===== config.mk =====
export PLATFORM = sky130hd
export DESIGN_NAME = vga_timing_gen_flat
export DESIGN_NICKNAME = d
export VERILOG_FILES = /design/src/rtl/vga_timing_gen_pkg.sv /design/src/rtl/vga_timing_if.sv /design/src/rtl/vga_timing_gen_pix_en_gen.sv /design/src/rtl/vga_timing_gen.sv /design/src/flat_wrapper.sv
export SDC_FILE = /design/constraint.sdc
export NUM_CORES = 1
export LEC_CHECK = 0
export ABC_CLOCK_PERIOD_IN_PS = 2300
export BUFFER_PORTS_ARGS = -buffer_cell sky130_fd_sc_hd__buf_2
export CORE_MARGIN = 2
export CORE_UTILIZATION = 51
export DETAILED_ROUTE_END_ITERATION = 8
export GPL_ROUTABILITY_DRIVEN = 0
export HOLD_SLACK_MARGIN = 0.08
export PLACE_DENSITY = 0.78
export SLEW_MARGIN = 20
export SYNTH_ARGS = -nofsm -noshare
export SYNTH_HDL_FRONTEND = slang
export SYNTH_SLANG_ARGS = --single-unit

===== constraint.sdc =====
create_clock -name clk -period 2.3 [get_ports clk]
set_input_delay 0.23 -clock clk [delete_from_list [all_inputs] [get_ports clk]]
set_output_delay 0.23 -clock clk [all_outputs]
set_load 0.02 [all_outputs]

===== src/rtl/vga_timing_gen_pkg.sv =====
// vga_timing_gen_pkg: 640x480@60 timing defaults, derived raster bounds and counter types
package vga_timing_gen_pkg;
   localparam int CNT_W = 10;
   localparam int MAX_TOTAL = 1 << CNT_W;
   localparam int DEF_CLK_DIV = 4;
   localparam int DEF_H_SYNC = 96;
   localparam int DEF_H_BP = 48;
   localparam int DEF_H_VIS = 640;
   localparam int DEF_H_FP = 16;
   localparam int DEF_V_SYNC = 2;
   localparam int DEF_V_BP = 33;
   localparam int DEF_V_VIS = 480;
   localparam int DEF_V_FP = 10;
   localparam int DEF_H_TOTAL = DEF_H_SYNC + DEF_H_BP + DEF_H_VIS + DEF_H_FP;
   localparam int DEF_V_TOTAL = DEF_V_SYNC + DEF_V_BP + DEF_V_VIS + DEF_V_FP;
   localparam int DEF_H_VIS_START = DEF_H_SYNC + DEF_H_BP;
   localparam int DEF_V_VIS_START = DEF_V_SYNC + DEF_V_BP;
   typedef logic [CNT_W-1:0] cnt_t;
   typedef logic [11:0] rgb_t;
   // unsigned window test [lo, lo+n); done in int so an end bound of 1024 cannot alias to 0
   function automatic logic in_span(cnt_t c, int lo, int n);
      return int'(c) >= lo && int'(c) < lo + n;
   endfunction
endpackage


===== src/rtl/vga_timing_if.sv =====
// vga_timing_if: raster bus from the timing generator to the game logic and monitor pins,
// plus the colour return path from the game logic
interface vga_timing_if;
   import vga_timing_gen_pkg::*;
   cnt_t hCount;
   cnt_t vCount;
   logic bright;
   logic pix_en;
   logic line_tick;
   logic frame_tick;
   logic hSync;
   logic vSync;
   logic [3:0] vgaR;
   logic [3:0] vgaG;
   logic [3:0] vgaB;
   rgb_t rgb_in;
   modport master (output hCount, vCount, bright, pix_en, line_tick, frame_tick, hSync, vSync, vgaR, vgaG, vgaB,
                   input rgb_in);
   modport slave (input hCount, vCount, bright, pix_en, line_tick, frame_tick, hSync, vSync, vgaR, vgaG, vgaB,
                  output rgb_in);
endinterface


===== src/rtl/vga_timing_gen_pix_en_gen.sv =====
// pix_en_gen: modulo-CLK_DIV divider; pix_en_o is high on the last count of each cycle
module pix_en_gen #(
   parameter int CLK_DIV = 4
) (
   input  logic clk,
   input  logic rst,
   output logic pix_en_o
);
   localparam int W = CLK_DIV > 1 ? $clog2(CLK_DIV) : 1;
   localparam logic [W-1:0] LAST = W'(CLK_DIV - 1);
   logic [W-1:0] div_q, div_d;
   if (CLK_DIV < 1) begin : g_bad_div
      $error("pix_en_gen: CLK_DIV must be at least 1");
   end
   assign pix_en_o = div_q == LAST;
   always_comb div_d = pix_en_o ? '0 : div_q + 1'b1;
   always_ff @(posedge clk or posedge rst)
      if (rst) div_q <= '0;
      else     div_q <= div_d;
endmodule


===== src/rtl/vga_timing_gen.sv =====
// vga_timing_gen: raster counters, visible-window decode and one-pixel-latency sync/RGB pin registers.
// Sync pulses start at count 0, so the visible window follows sync plus back porch.
module vga_timing_gen
   import vga_timing_gen_pkg::*;
#(
   parameter int CLK_DIV = DEF_CLK_DIV,
   parameter int H_SYNC  = DEF_H_SYNC,
   parameter int H_BP    = DEF_H_BP,
   parameter int H_VIS   = DEF_H_VIS,
   parameter int H_FP    = DEF_H_FP,
   parameter int V_SYNC  = DEF_V_SYNC,
   parameter int V_BP    = DEF_V_BP,
   parameter int V_VIS   = DEF_V_VIS,
   parameter int V_FP    = DEF_V_FP
) (
   input logic         clk,
   input logic         rst,
   vga_timing_if.master vga
);
   localparam int H_TOTAL = H_SYNC + H_BP + H_VIS + H_FP;
   localparam int V_TOTAL = V_SYNC + V_BP + V_VIS + V_FP;
   localparam int H_VIS_START = H_SYNC + H_BP;
   localparam int V_VIS_START = V_SYNC + V_BP;
   localparam cnt_t H_LAST = cnt_t'(H_TOTAL - 1);
   localparam cnt_t V_LAST = cnt_t'(V_TOTAL - 1);
   if (H_TOTAL > MAX_TOTAL || V_TOTAL > MAX_TOTAL) begin : g_bad_geometry
      $error("vga_timing_gen: H_TOTAL/V_TOTAL exceed the 10-bit counters");
   end
   logic pix_en, h_wrap, v_wrap, bright;
   cnt_t h_count_q, h_count_d, v_count_q, v_count_d;
   logic hsync_q, hsync_d, vsync_q, vsync_d;
   logic line_tick_q, line_tick_d, frame_tick_q, frame_tick_d;
   rgb_t rgb_q, rgb_d;
   pix_en_gen #(.CLK_DIV(CLK_DIV)) u_pix_en (
      .clk      (clk),
      .rst      (rst),
      .pix_en_o (pix_en)
   );
   // pins are sampled from the current counters, so they trail the bus by one pixel but stay mutually aligned
   always_comb begin
      h_wrap       = h_count_q == H_LAST;
      v_wrap       = v_count_q == V_LAST;
      bright       = in_span(h_count_q, H_VIS_START, H_VIS) && in_span(v_count_q, V_VIS_START, V_VIS);
      h_count_d    = pix_en ? (h_wrap ? '0 : h_count_q + 1'b1) : h_count_q;
      v_count_d    = (pix_en && h_wrap) ? (v_wrap ? '0 : v_count_q + 1'b1) : v_count_q;
      line_tick_d  = pix_en && h_wrap;
      frame_tick_d = pix_en && h_wrap && v_wrap;
      hsync_d      = pix_en ? !in_span(h_count_q, 0, H_SYNC) : hsync_q;
      vsync_d      = pix_en ? !in_span(v_count_q, 0, V_SYNC) : vsync_q;
      rgb_d        = pix_en ? (bright ? vga.rgb_in : '0) : rgb_q;
   end
   always_ff @(posedge clk or posedge rst)
      if (rst) begin
         h_count_q    <= '0;
         v_count_q    <= '0;
         hsync_q      <= 1'b1;
         vsync_q      <= 1'b1;
         line_tick_q  <= 1'b0;
         frame_tick_q <= 1'b0;
         rgb_q        <= '0;
      end else begin
         h_count_q    <= h_count_d;
         v_count_q    <= v_count_d;
         hsync_q      <= hsync_d;
         vsync_q      <= vsync_d;
         line_tick_q  <= line_tick_d;
         frame_tick_q <= frame_tick_d;
         rgb_q        <= rgb_d;
      end
   assign vga.hCount     = h_count_q;
   assign vga.vCount     = v_count_q;
   assign vga.bright     = bright;
   assign vga.pix_en     = pix_en;
   assign vga.line_tick  = line_tick_q;
   assign vga.frame_tick = frame_tick_q;
   assign vga.hSync      = hsync_q;
   assign vga.vSync      = vsync_q;
   assign {vga.vgaR, vga.vgaG, vga.vgaB} = rgb_q;
endmodule


===== src/flat_wrapper.sv =====
// flat-port wrapper written by rule: the top's interface ports become plain ports
module vga_timing_gen_flat import vga_timing_gen_pkg::*;
#(
   parameter int CLK_DIV = DEF_CLK_DIV,
   parameter int H_SYNC  = DEF_H_SYNC,
   parameter int H_BP    = DEF_H_BP,
   parameter int H_VIS   = DEF_H_VIS,
   parameter int H_FP    = DEF_H_FP,
   parameter int V_SYNC  = DEF_V_SYNC,
   parameter int V_BP    = DEF_V_BP,
   parameter int V_VIS   = DEF_V_VIS,
   parameter int V_FP    = DEF_V_FP
)
  (clk, rst, vga_hCount, vga_vCount, vga_bright, vga_pix_en, vga_line_tick, vga_frame_tick, vga_hSync, vga_vSync, vga_vgaR, vga_vgaG, vga_vgaB, vga_rgb_in);
  vga_timing_if vga_i ();
  input logic clk;
  input logic rst;
  output wire logic [$bits(vga_i.hCount)-1:0] vga_hCount;
  output wire logic [$bits(vga_i.vCount)-1:0] vga_vCount;
  output wire logic [$bits(vga_i.bright)-1:0] vga_bright;
  output wire logic [$bits(vga_i.pix_en)-1:0] vga_pix_en;
  output wire logic [$bits(vga_i.line_tick)-1:0] vga_line_tick;
  output wire logic [$bits(vga_i.frame_tick)-1:0] vga_frame_tick;
  output wire logic [$bits(vga_i.hSync)-1:0] vga_hSync;
  output wire logic [$bits(vga_i.vSync)-1:0] vga_vSync;
  output wire logic [$bits(vga_i.vgaR)-1:0] vga_vgaR;
  output wire logic [$bits(vga_i.vgaG)-1:0] vga_vgaG;
  output wire logic [$bits(vga_i.vgaB)-1:0] vga_vgaB;
  input wire logic [$bits(vga_i.rgb_in)-1:0] vga_rgb_in;
  assign vga_hCount = vga_i.hCount;
  assign vga_vCount = vga_i.vCount;
  assign vga_bright = vga_i.bright;
  assign vga_pix_en = vga_i.pix_en;
  assign vga_line_tick = vga_i.line_tick;
  assign vga_frame_tick = vga_i.frame_tick;
  assign vga_hSync = vga_i.hSync;
  assign vga_vSync = vga_i.vSync;
  assign vga_vgaR = vga_i.vgaR;
  assign vga_vgaG = vga_i.vgaG;
  assign vga_vgaB = vga_i.vgaB;
  assign vga_i.rgb_in = vga_rgb_in;
  vga_timing_gen #(.CLK_DIV(CLK_DIV), .H_SYNC(H_SYNC), .H_BP(H_BP), .H_VIS(H_VIS), .H_FP(H_FP), .V_SYNC(V_SYNC), .V_BP(V_BP), .V_VIS(V_VIS), .V_FP(V_FP)) u_core (.clk(clk), .rst(rst), .vga(vga_i));
endmodule

# --- Word level (Yosys, flattened, before mapping) ---
# Cells that the tools add are included.
totals:
  in_bits: 14
  mem_bits_rw: 0
  wordCells: 31
  mem_count: 0
  latchBits: 0
  output_inout_bits: 38
  romBits: 0
  register_bits: 38
op_classes:
  reduce_logical: 7
  div_mod_pow: 0
  shift: 0
  n_mul: 0
  bitwise_logic: 0
  n_eq_ne: 3
  n_mux: 4
  addsub: 3
  n_lt_le_gt_ge: 6
op_table:
  columns: ["cell", "n"]
  rows:
  - ["$add 10x1->10 const B", 2]
  - ["$eq 10x10->1 const B", 2]
  - ["$lt 10x10->1 const B", 2]
  - ["$mux 10", 2]
  - ["$mux 12", 1]
  - ["$ge 10x6->1 const B", 1]
  - ["$ge 10x8->1 const B", 1]
  - ["$lt 10x2->1 const B", 1]
  - ["$lt 10x7->1 const B", 1]
  - ["$logic_and 1x1->1", 5]
  - ["$add 2x1->2 const B", 1]
  - ["$eq 2x2->1 const B", 1]
  - ["$logic_not 1->1", 2]
  - ["$mux 2", 1]

# --- Depth between registers and ports, before layout ---
# Gate-level depths: netlist of the first run.
logic_depth:
  depth_word: 4
  depth_mapped: 8
  depth_no_buf: 6

# --- Hierarchy ---
# Synthesis of the first run repeated with hierarchy kept, for this count alone.
unflattened:
  cells_unflattened: 191
  hier_area_um2: 1951.9
by_module_without_submodules:
  columns: ["module", "n_inst", "seq_area_each_um2", "area_each_um2", "cells_per_inst"]
  rows:
  - ["vga_timing_gen", 1, 903.4, 1881.8, 186]
  - ["pix_en_gen", 1, 50.0, 70.1, 5]

# --- Least setup slack after synthesis of the first run ---
# OpenSTA, ideal clock, no wires.
synth_path:
  path_type: "flip-flop to flip-flop"
  from: "register u_core.u_pix_en.div_q[0]"
  to: "register u_core.v_count_q[9] (netlist: u_core.vga.vCount[9])"
  required_time_ps: 2223
  path_slack_ps: 20
  stages_incl_launch_ff: 7
  setup_time_ps: 77
  n_path_buf: 1
  arrival_time_ps: 2203
  synth_period_minus_slack_ps: 2280
  cell_sequence: "dfrtp_1 -> ha_1 -> bufbuf_16 -> nand2_1 -> or4_4 -> or4_1 -> a21oi_1"
synth_via:
  elab_chain_cells: 2
synth_lines:
  columns: ["item", "line", "text"]
  rows:
  - ["start, declared", "vga_timing_gen_pix_en_gen.sv:11", "logic [W-1:0] div_q, div_d;"]
  - ["start signal, assigned", "vga_timing_gen_pix_en_gen.sv:19", "else div_q <= div_d;"]
  - ["$eq 2x2->1", "vga_timing_gen_pix_en_gen.sv:15", "assign pix_en_o = div_q == LAST;"]
  - ["net vga_pix_en", "flat_wrapper.sv:21", "output wire logic [$bits(vga_i.pix_en)-1:0] vga_pix_en;"]
  - ["$logic_and 1x1->1", "vga_timing_gen.sv:45", "v_count_d = (pix_en && h_wrap) ? (v_wrap ? '0 : v_count_q + 1'b1) : v_count_q;"]
  - ["end signal, assigned", "vga_timing_gen.sv:63", "v_count_q <= v_count_d;"]
  - ["end, declared", "vga_timing_gen.sv:30", "cnt_t h_count_q, h_count_d, v_count_q, v_count_d;"]
# The timed path passes the listed nets, and every way through them passes these cells.
# A chain may end at the register's enable or synchronous reset.

# --- Worst setup path after layout of the first run ---
layout_path:
  from: "register u_core.v_count_q[1] (netlist: u_core.vga.vCount[1])"
  to: "output vga_bright"
layout_via:
  elab_chain_cells: 3
  word_cells_on_any_way: 4
  cone_classes: "order compare (2); reduce/logical (2)"
layout_lines:
  columns: ["item", "line", "text"]
  rows:
  - ["$ge 10x6->1 / $lt 10x10->1 (equally long branches)", "vga_timing_gen_pkg.sv:22", "return int'(c) >= lo && int'(c) < lo + n;"]
  - ["$logic_and 1x1->1 *", "vga_timing_gen_pkg.sv:22", null]
  - ["$logic_and 1x1->1 *", "vga_timing_gen.sv:43", "bright = in_span(h_count_q, H_VIS_START, H_VIS) && in_span(v_count_q, V_VIS_START, V_VIS);"]
  - ["end, declared", "flat_wrapper.sv:20", "output wire logic [$bits(vga_i.bright)-1:0] vga_bright;"]
# Every way passes the cells marked *; elsewhere a longest branch is shown, timed or not.

==> reports/results.ini, run 1 <==
[run_status]
outcome=completed

[drt]
top_layer=met4
drc=0
final_antenna_net_count=0
wl_met1_um=1910
wl_um=4170
route.met3.wl_um=242
wl_met2_um=1970
routed-via-count=1540
routed_via_density=5.44
firstDrtPassIters=4
drt_iter0_drc=78
wl_per_cell_um=14.7

[global_routing]
grt_use_total_pct=20.9
grt_pass1_wl_um=6530
first_global_vias=1402
antenna_found_initial=0
grt_start_max_net_pins=39
grt_overflow=0

[placement]
post_dp_cell_area_um2=2160
dpl.hpwl_um=2830
portBuffers=51

[power]
p_clk_share_pct=45.7
p_switching_mw=0.236
total_power_mw=1.29
p_per_area_nw_per_um2=546
p_comb_share_pct=2.4
p_int_mw=1.05
leakagePower_nw=1.23
irDropWorstVdd_mv=0.373
seq_power_share_pct=51.9
sw_frac_of_total_pct=18.4

[sta]
finalCritPeriodShare_pct=96.4
worstMarginPinSlew_ps=524
finalSetupViolCount=0
finalMaxSlewViolations=0
timing.fmax_ghz=0.451
finalHoldViolations=0
finClkSkew_ps=11.5
relSlewSlack_pct=64.2
period_minus_slack_ps=2220

[die]
start_util_pct=54.7
die_h_um=64.5
die_area_um2=4160
io_pins=52
num_rows=21
core_area_um2=3420
dieWidth_um=64.5

[cells_and_area]
final_util_pct=68.9
fillCellCount=279
diodes=0
layout.nets=255
syn2layout_area_growth_pct=26.1
final_cell_area_um2=2350
drive_above_1_share_pct=39.7

[clock_network]
clk_latency_ps=350
clk_path_buf_depth=2
htree_num_levels=2
path_clk_slew_ps=120
cts_buffers=5
cts_root_buf=clkbuf_4
cts_tree=done
clock-sinks=38

[setup_path]
critPathBufInv=1
path_class=register to output pin
path_delay_family=simple AND/OR/NAND/NOR gates
slowest_stage=dfrtp_2
max_stage_delay_ps=470
required_ps=2070
cp_max_fo=10
worstPathCellList=ha_2, nor4_4, and4b_1, o311a_4, buf_2
cp_data_arrival_time_ps=1990
crit_path_end_kind=output pin
cp-start-kind=register

[synth]
synth.area.top_cells=dfrtp_1, a31o_2, xnor2_1, nor2b_1, ha_1
ys.warnings.count=0
synth_ff_type=dfrtp_1
synth_fp_nets=193
syn_area_um2=1870
ys_seq_area_share_pct=51.0
synth-edff-count=0
async_reset_ff_share_pct=100
synth_cell_types=42
synth.most_common_cell=dfrtp_1
yosysTopAreaCellShare_pct=48.2
syn_area_per_cell_um2=10.7
synth_cells=174
netlist_top_cells_count=dfrtp_1, nor2_1, a31o_2, nor2b_1, inv_1
synth_top_area_cell=dfrtp_1
synth-seq-cells=38

[worst_hold_path]
hold_path.class=input port to register

[job]
cap_violations=0

==> layout make-up <==
type	count	area, um2	share of cell area [%]
well taps	46	57.6	2.44
inverters	10	37.5	1.59
repair buffers	66	378	16.0
clock buffers	6	51.3	2.18
clock inverters	2	60.1	2.55
multi-input cells	115	815	34.6
flip-flops and latches	38	956	40.6
==> cell families (layout without fill, tap and decap cells) <==
kind of cell | after synthesis | count (layout) | share of synthesized area (%)
and+or+nand+nor | 68 | 68 | 20.9
DFF | 38 | 38 | 51.0
AOI/OAI and AO/OA | 29 | 29 | 11.6
buffers and inverters | 21 | 84 | 6.90
xor gates and xnor gates | 11 | 11 | 5.16
adders and majority gates | 5 | 5 | 3.35
muxes | 2 | 2 | 1.07
==> what timing repair did <==
action,CTS,global route
setup endpoints to repair,1,1
hold endpoints to repair,36,3
pin swaps,0,2
hold buffers,1,3
buffers inserted,0,1
gates resized for setup,2,5
==> registers in the layout, indices dropped and copies added, names as in the netlist <==
signal	count
u_core.vga.vCount	10
u_core.vga.frame_tick	1
u_core.vga.hCount	10
u_core.vga.line_tick	1
u_core.vga.hSync	1
u_core.vga.vSync	1
u_core.rgb_q	12
u_core.u_pix_en.div_q	2
==> routing by layer <==
metal  global-route usage [%]  up-vias
met4                     6.38        0
met3                     6.77        7
met2                     32.3       57
li1                         -      744
met1                     28.1      732
met5                        0        -
==> final timing paths <==
kind                                           from  cells after the start                  endpoint  slack [ps]
setup / recovery               u_core.vga.vCount[1]                      5                vga_bright          80
hold / removal                        vga_rgb_in[9]                      2           u_core.rgb_q[9]         110
setup reg to reg               u_core.vga.hCount[9]                      4      u_core.vga.vCount[9]         190
hold reg to reg            u_core.u_pix_en.div_q[0]                      1  u_core.u_pix_en.div_q[0]         450
max in group asynchronous                       rst                      4          u_core.vga.hSync        1410
min in group asynchronous                       rst                      4      u_core.vga.vCount[4]         520
==> power groups by stage <==
stage | Combinational, mW | Clock (mW) | Sequential [mW]
global route | 0.0343 | 0.639 | 0.668
finish | 0.0302 | 0.588 | 0.668
global placement | 0.0255 | 0 | 0.681
detailed placement | 0.0257 | 0 | 0.681
CTS | 0.0269 | 0.600 | 0.668
floorplan | 0.00991 | 0 | 0.681
==> through the flow <==
stage	hold slack (ps)	cells	TNS [ps]	setup slack [ps]
finish	113	283	0	82.5
global route	85.3	283	-28.5	-28.5
CTS	102	279	0	22.1
detailed placement	364	270	0	180
global placement	361	270	0	242
floorplan	388	174	0	20.1
==> layout by cell type, fill, tap and decap left out, drive strengths merged, types with 2 or more instances in the layout <==
cell type	n
buf	62
dfrtp	36
nor2	13
nor2b	12
a31o	12
inv	10
nand3	9
xnor2	9
nand2	7
nand4	6
clkbuf	6
ha	5
a31oi	4
dlygate4sd3	4
or4	4
nor3	3
o31ai	3
o21ai	3
a21oi	3
nor4	3
xor2	2
nor3b	2
mux2i	2
bufinv	2
dfstp	2
and4	2
or3	2
Power figures use the tool's default switching activity.
==> inputs of run 2 (changes only) <==
--- a/config.mk
+++ b/config.mk
@@ -6,13 +6,13 @@
 export NUM_CORES = 1
 export LEC_CHECK = 0
 export ABC_CLOCK_PERIOD_IN_PS = 2300
-export BUFFER_PORTS_ARGS = -buffer_cell sky130_fd_sc_hd__buf_2
 export CORE_MARGIN = 2
-export CORE_UTILIZATION = 51
+export CORE_UTILIZATION = 60
 export DETAILED_ROUTE_END_ITERATION = 8
+export DONT_BUFFER_PORTS = 1
 export GPL_ROUTABILITY_DRIVEN = 0
 export HOLD_SLACK_MARGIN = 0.08
-export PLACE_DENSITY = 0.78
+export PLACE_DENSITY = 0.76
 export SLEW_MARGIN = 20
 export SYNTH_ARGS = -nofsm -noshare
 export SYNTH_HDL_FRONTEND = slang
==> run 2 against run 1 <==
Worst hold slack gained 310 ps; clock power hardly changed; largest power group unchanged; highest routed layer unchanged; critical endpoint unchanged; clock-buffer cell count unchanged; core utilization up 4.6 points; maximum frequency increased by 1.8%; cell area down 6.2%; die area is 14% lower; combinational power is 7.6% higher; power about the same.
==> reports/results.ini, run 2 (synthesis results as in run 1) <==
[sta]
setup_tns_ps=0  ; unchanged
finalSetupViolCount=0  ; unchanged
fin_hold_ws_ps=427  ; +314 ps
finalMaxSlewViolations=0  ; unchanged
rsz0062_at_grt=no
finalCritPeriodShare_pct=94.8  ; -1.7 points
worstMarginPinSlew_ps=552  ; +27.6 ps
finalHoldViolations=0  ; unchanged
period_minus_slack_ps=2180  ; -38.3 ps
relSlewSlack_pct=62.3  ; -1.9 points
timing.fmax_ghz=0.459  ; +1.8%
finClkSkew_ps=6.11  ; -5.35 ps

[cells_and_area]
fillCellCount=208  ; -25%
top_register=u_core.rgb_q
final_util_pct=73.6  ; +4.6 points
layout.nets=222  ; -13%
drive_above_1_share_pct=23.0  ; -17 points
final_common_cell=dfrtp_1
final_cell_mix=dfrtp_1, buf_4, nor2_1, dlygate4sd3_1
final_cell_area_um2=2210  ; -6.2%
syn2layout_area_growth_pct=18.3
diodes=0  ; unchanged
largest_reg_flops=12  ; unchanged

[clock_network]
clk_latency_ps=340  ; about the same
cts_buffers=5  ; unchanged
cts_root_buf=clkbuf_4
clock-sinks=38  ; unchanged
cts_tree=done
post_cts_resized=0  ; -2
path_clk_slew_ps=110  ; about the same
clk_path_buf_depth=2  ; unchanged
cts_setup_buffers=0  ; unchanged
htree_num_levels=2  ; unchanged

[die]
core_area_um2=3000  ; -12%
dieWidth_um=59.8  ; -7.3%
io_pins=52  ; unchanged
die_h_um=59.8  ; -7.3%
num_rows=20  ; -4.8%
die_area_um2=3580  ; -14%
start_util_pct=62.2  ; +7.5 points

[power]
p_comb_share_pct=2.5  ; about the same
p_int_mw=1.05  ; +0.25%
leakagePower_nw=1.07  ; -13%
irDropWorstVdd_mv=0.567  ; +52%
p_clk_share_pct=45.5  ; -0.2 points
p_switching_mw=0.234  ; -0.93%
p_per_area_nw_per_um2=582  ; +6.6%
sw_frac_of_total_pct=18.2  ; -0.18 points
seq_power_share_pct=51.9  ; about the same

[placement]
post_dp_cell_area_um2=1970  ; -9.1%
portBuffers=0  ; -100%
dpl.hpwl_um=2830  ; -0.18%

[drt]
routed_via_density=6.24  ; +15%
firstDrtPassIters=4  ; unchanged
drt_iter0_drc=124  ; +59%
drc=0  ; unchanged
final_antenna_net_count=0  ; unchanged
wl_per_cell_um=17.5  ; +19%
routed-via-count=1478  ; -4.0%
wl_um=4150  ; -0.50%

[global_routing]
grt_start_max_net_pins=39  ; unchanged
first_global_vias=1405  ; +0.21%
antenna_found_initial=0  ; unchanged
grt_pass1_wl_um=6670  ; +2.1%
grt_use_total_pct=25.5  ; +4.6 points
grt_overflow=0  ; unchanged

[setup_path]
cp_max_fo=13  ; +3
crit_path_end_kind=output pin
required_ps=2070  ; about the same
cp_data_arrival_time_ps=1950  ; -40 ps
cp-start-kind=register
timing.rr.start=u_core.vga.hCount[7]
path_class=register to output pin
startpoint=u_core.vga.hCount[5]

[worst_hold_path]
hold_path.class=input port to async pin

[job]
cap_violations=0  ; unchanged

[run_status]
outcome=completed

==> run 2: cell types whose count changed in the layout (fill, tap and decap cells not counted), moves of 2 or more <==
cell,before,now
buf_2,51,0
dfrtp_2,2,0
buf_4,11,20
dlygate4sd3_1,4,13
dfrtp_1,34,36
==> run 2: metrics by stage <==
stage               setup WS (ps)  cells  power, mW
global route                 46.8    237       1.33
CTS                           111    237       1.30
global placement              284    216      0.695
finish                        121    237       1.29
detailed placement            238    216      0.696
floorplan                    20.1    174      0.691
==> run 2: power by group through the flow <==
stage,Combinational (mW),Sequential [mW],Clock [mW]
2_1_floorplan,0.00991,0.681,0
3_3_place_gp,0.0143,0.681,0
3_5_place_dp,0.0149,0.681,0
4_1_cts,0.0331,0.668,0.598
5_1_grt,0.0365,0.668,0.622
6_report,0.0325,0.668,0.586
==> run 2: critical path: stages, from the launching register on <==
cell and delay [ps]:
dfrtp_1 390, buf_4 180, or4_1 530, nand3_1 100
o311a_1 170, buf_4 230
==> run 2: final cells by class <==
class	instances	area [um2]	area share, %
sequential	38	953	43.1
clock inverter	2	60.1	2.72
multi-input combinational	115	786	35.6
clock buffer	6	51.3	2.32
timing repair buffer	33	280	12.7
tap	33	41.3	1.87
inverter	10	37.5	1.70
==> run 2: repair_timing <==
item | in CTS | in global routing
endpoints found under the setup margin | 0 | 0
endpoints found under the hold margin | 48 | 0
hold buffers | 13 | 0
==> run 2: worst paths after layout <==
kind	end	slack, ps	depth (start not counted)
setup reg to reg	u_core.vga.vCount[9]	200	4
min in group clk	u_core.u_pix_en.div_q[0]	430	1
hold reg to reg	u_core.u_pix_en.div_q[0]	430	1
hold / removal	u_core.vga.vCount[4]	430	3
max in group asynchronous	u_core.vga.hSync	1520	3
setup / recovery	vga_bright	120	5
==> run 2: routing by layer <==
metal | up-vias | share of wire (%) | wire, um | GRT usage (%)
met5 | - | 0 | 0 | 0
met4 | 0 | 2.4 | 99 | 11.1
met3 | 13 | 8.4 | 349 | 8.44
met2 | 72 | 49 | 2010 | 39.3
met1 | 719 | 41 | 1690 | 32.9
li1 | 674 | - | - | -
==> inputs of run 3 (changes only) <==
--- a/config.mk
+++ b/config.mk
@@ -7,12 +7,12 @@
 export LEC_CHECK = 0
 export ABC_CLOCK_PERIOD_IN_PS = 2300
 export CORE_MARGIN = 2
-export CORE_UTILIZATION = 60
+export CORE_UTILIZATION = 45
 export DETAILED_ROUTE_END_ITERATION = 8
 export DONT_BUFFER_PORTS = 1
 export GPL_ROUTABILITY_DRIVEN = 0
 export HOLD_SLACK_MARGIN = 0.08
-export PLACE_DENSITY = 0.76
+export PLACE_DENSITY = 0.6
 export SLEW_MARGIN = 20
 export SYNTH_ARGS = -nofsm -noshare
 export SYNTH_HDL_FRONTEND = slang
==> run 3 against run 2 <==
Highest routed layer unchanged; non-clock buffer count fell by 1; register-to-register slack about the same; largest power group is now the clock network; maximum frequency grew 3.3%; combinational power shrank 9.5%; cell area increased by 1.6%; cell count increased by 6.8%.
==> reports/results.ini, run 3 (synthesis results as in run 1) <==
[run_status]
outcome=completed

[cells_and_area]
syn2layout_area_growth_pct=20.2
diodes=0  ; unchanged
largest_reg_flops=12  ; unchanged
final_cell_mix=dfrtp_1, buf_4, nor2_1, nor2b_1, a31o_2
drive_above_1_share_pct=23.6  ; +0.61 points
final_cell_area_um2=2240  ; +1.6%
final_common_cell=dfrtp_1
layout.nets=221  ; -0.45%
top_register=u_core.rgb_q

[die]
dieWidth_um=68.4  ; +14%
start_util_pct=46.7  ; -16 points
die_h_um=68.4  ; +14%
io_pins=52  ; unchanged
die_area_um2=4680  ; +31%
core_area_um2=4000  ; +33%
num_rows=23  ; +15%

[global_routing]
grt_start_max_net_pins=39  ; unchanged
grt_use_total_pct=19.9  ; -5.6 points
grt_pass1_wl_um=6710  ; +0.72%
grt_overflow=0  ; unchanged
antenna_found_initial=0  ; unchanged
first_global_vias=1390  ; -1.1%

[clock_network]
htree_num_levels=2  ; unchanged
cts_tree=done
clk_path_buf_depth=2  ; unchanged
path_clk_slew_ps=90  ; -20 ps
cts_setup_buffers=0  ; unchanged
cts_buffers=5  ; unchanged
cts_root_buf=clkbuf_8
clock-sinks=38  ; unchanged
clk_latency_ps=300  ; -40 ps

[setup_path]
rrSetupSlack_ps=190  ; about the same
reg2reg_depth=5  ; +1
cp-start-kind=register
startpoint=u_core.vga.hCount[0]
cp_data_arrival_time_ps=2330  ; +380 ps
crit_path_end_kind=register
timing.rr.start=u_core.vga.hCount[0]
cp_max_fo=5  ; -8
rr_endpoint=u_core.vga.vCount[9]
path_class=register to register
required_ps=2520  ; +450 ps

[drt]
drc=0  ; unchanged
firstDrtPassIters=4  ; unchanged
routed_via_density=5.61  ; -10%
wl_per_cell_um=16.7  ; -4.5%
routed-via-count=1419  ; -4.0%
final_antenna_net_count=0  ; unchanged
wl_um=4230  ; +1.9%
drt_iter0_drc=95  ; -23%

[power]
irDropWorstVdd_mv=0.327  ; -42%
p_per_area_nw_per_um2=616  ; +5.9%
leakagePower_nw=1.08  ; +0.78%

[placement]
post_dp_cell_area_um2=2000  ; +1.5%
dpl.hpwl_um=2920  ; +3.4%
portBuffers=0  ; unchanged

[sta]
timing.fmax_ghz=0.474  ; +3.3%
finalSetupViolCount=0  ; unchanged
setup_tns_ps=0  ; unchanged
worstMarginPinSlew_ps=464  ; -87.4 ps
relSlewSlack_pct=68.2  ; +6.0 points
period_minus_slack_ps=2110  ; -68.7 ps
rsz0062_at_grt=no
finClkSkew_ps=14.8  ; +8.65 ps
finalCritPeriodShare_pct=91.8  ; -3.0 points
finalHoldViolations=0  ; unchanged
finalMaxSlewViolations=0  ; unchanged

[worst_hold_path]
min_from=vga_rgb_in[1]
min_to=u_core.rgb_q[1]
hold_depth=1
hold_path.class=input port to register

[job]
cap_violations=0  ; unchanged

==> run 3: layout make-up <==
type / instances / area [um2]
multi-input combinational: 115 / 786
clock inverter: 3 / 68.8
timing repair buffer: 32 / 268
inverter: 10 / 37.5
sequential: 38 / 953
clock buffer: 5 / 68.8
fill: 364 / 1760
tap: 50 / 62.6
==> run 3: metrics by stage <==
stage                     std cells  total power, mW  setup slack, ps  utilization [%]  hold WS (ps)
after floorplan                 174            0.691             20.1                -           388
after global placement          234            0.695              270             49.9           257
after detailed placement        234            0.696              234             49.9           268
after CTS                       248             1.38              194             54.9          84.1
after global routing            253             1.43             73.1             56.1          82.5
final                           253             1.38              189             56.1          87.4
==> run 3: report_power, final <==
group | switching (mW) | internal (mW) | total (mW)
clock network | 0.251 | 0.435 | 0.686
registers | 0 | 0.668 | 0.668
logic | 0.0156 | 0.0138 | 0.0294
total | 0.267 | 1.12 | 1.38
==> run 3: how the worst max path moves through the flow <==
stage	to	cells past startpoint	slack, ps
2_1_floorplan	u_core.vga.vCount[9]	6	20
3_3_place_gp	u_core.vga.vCount[9]	4	270
3_5_place_dp	u_core.vga.vCount[9]	4	230
4_1_cts	u_core.vga.vCount[9]	5	190
5_1_grt	u_core.vga.vCount[9]	5	70
6_report	u_core.vga.vCount[9]	5	190
==> run 3: worst max-delay path, stage by stage, from the launching register on <==
cell and delay (ps):
dfrtp_1 360, ha_1 210, nand2_1 170, or4_4 610, or4_1 520, a21oi_1 150
==> run 3: what timing repair did <==
action	4_1_cts	5_1_grt
gates resized for setup	0	0
hold buffers	6	5
endpoints found under the hold margin	41	5
==> run 3: routing by layer <==
metal  track usage, %  share of wire [%]
met1             24.0                 40
met2             31.6                 49
met3             8.88                9.7
met4             6.50                1.3
met5                0                  0
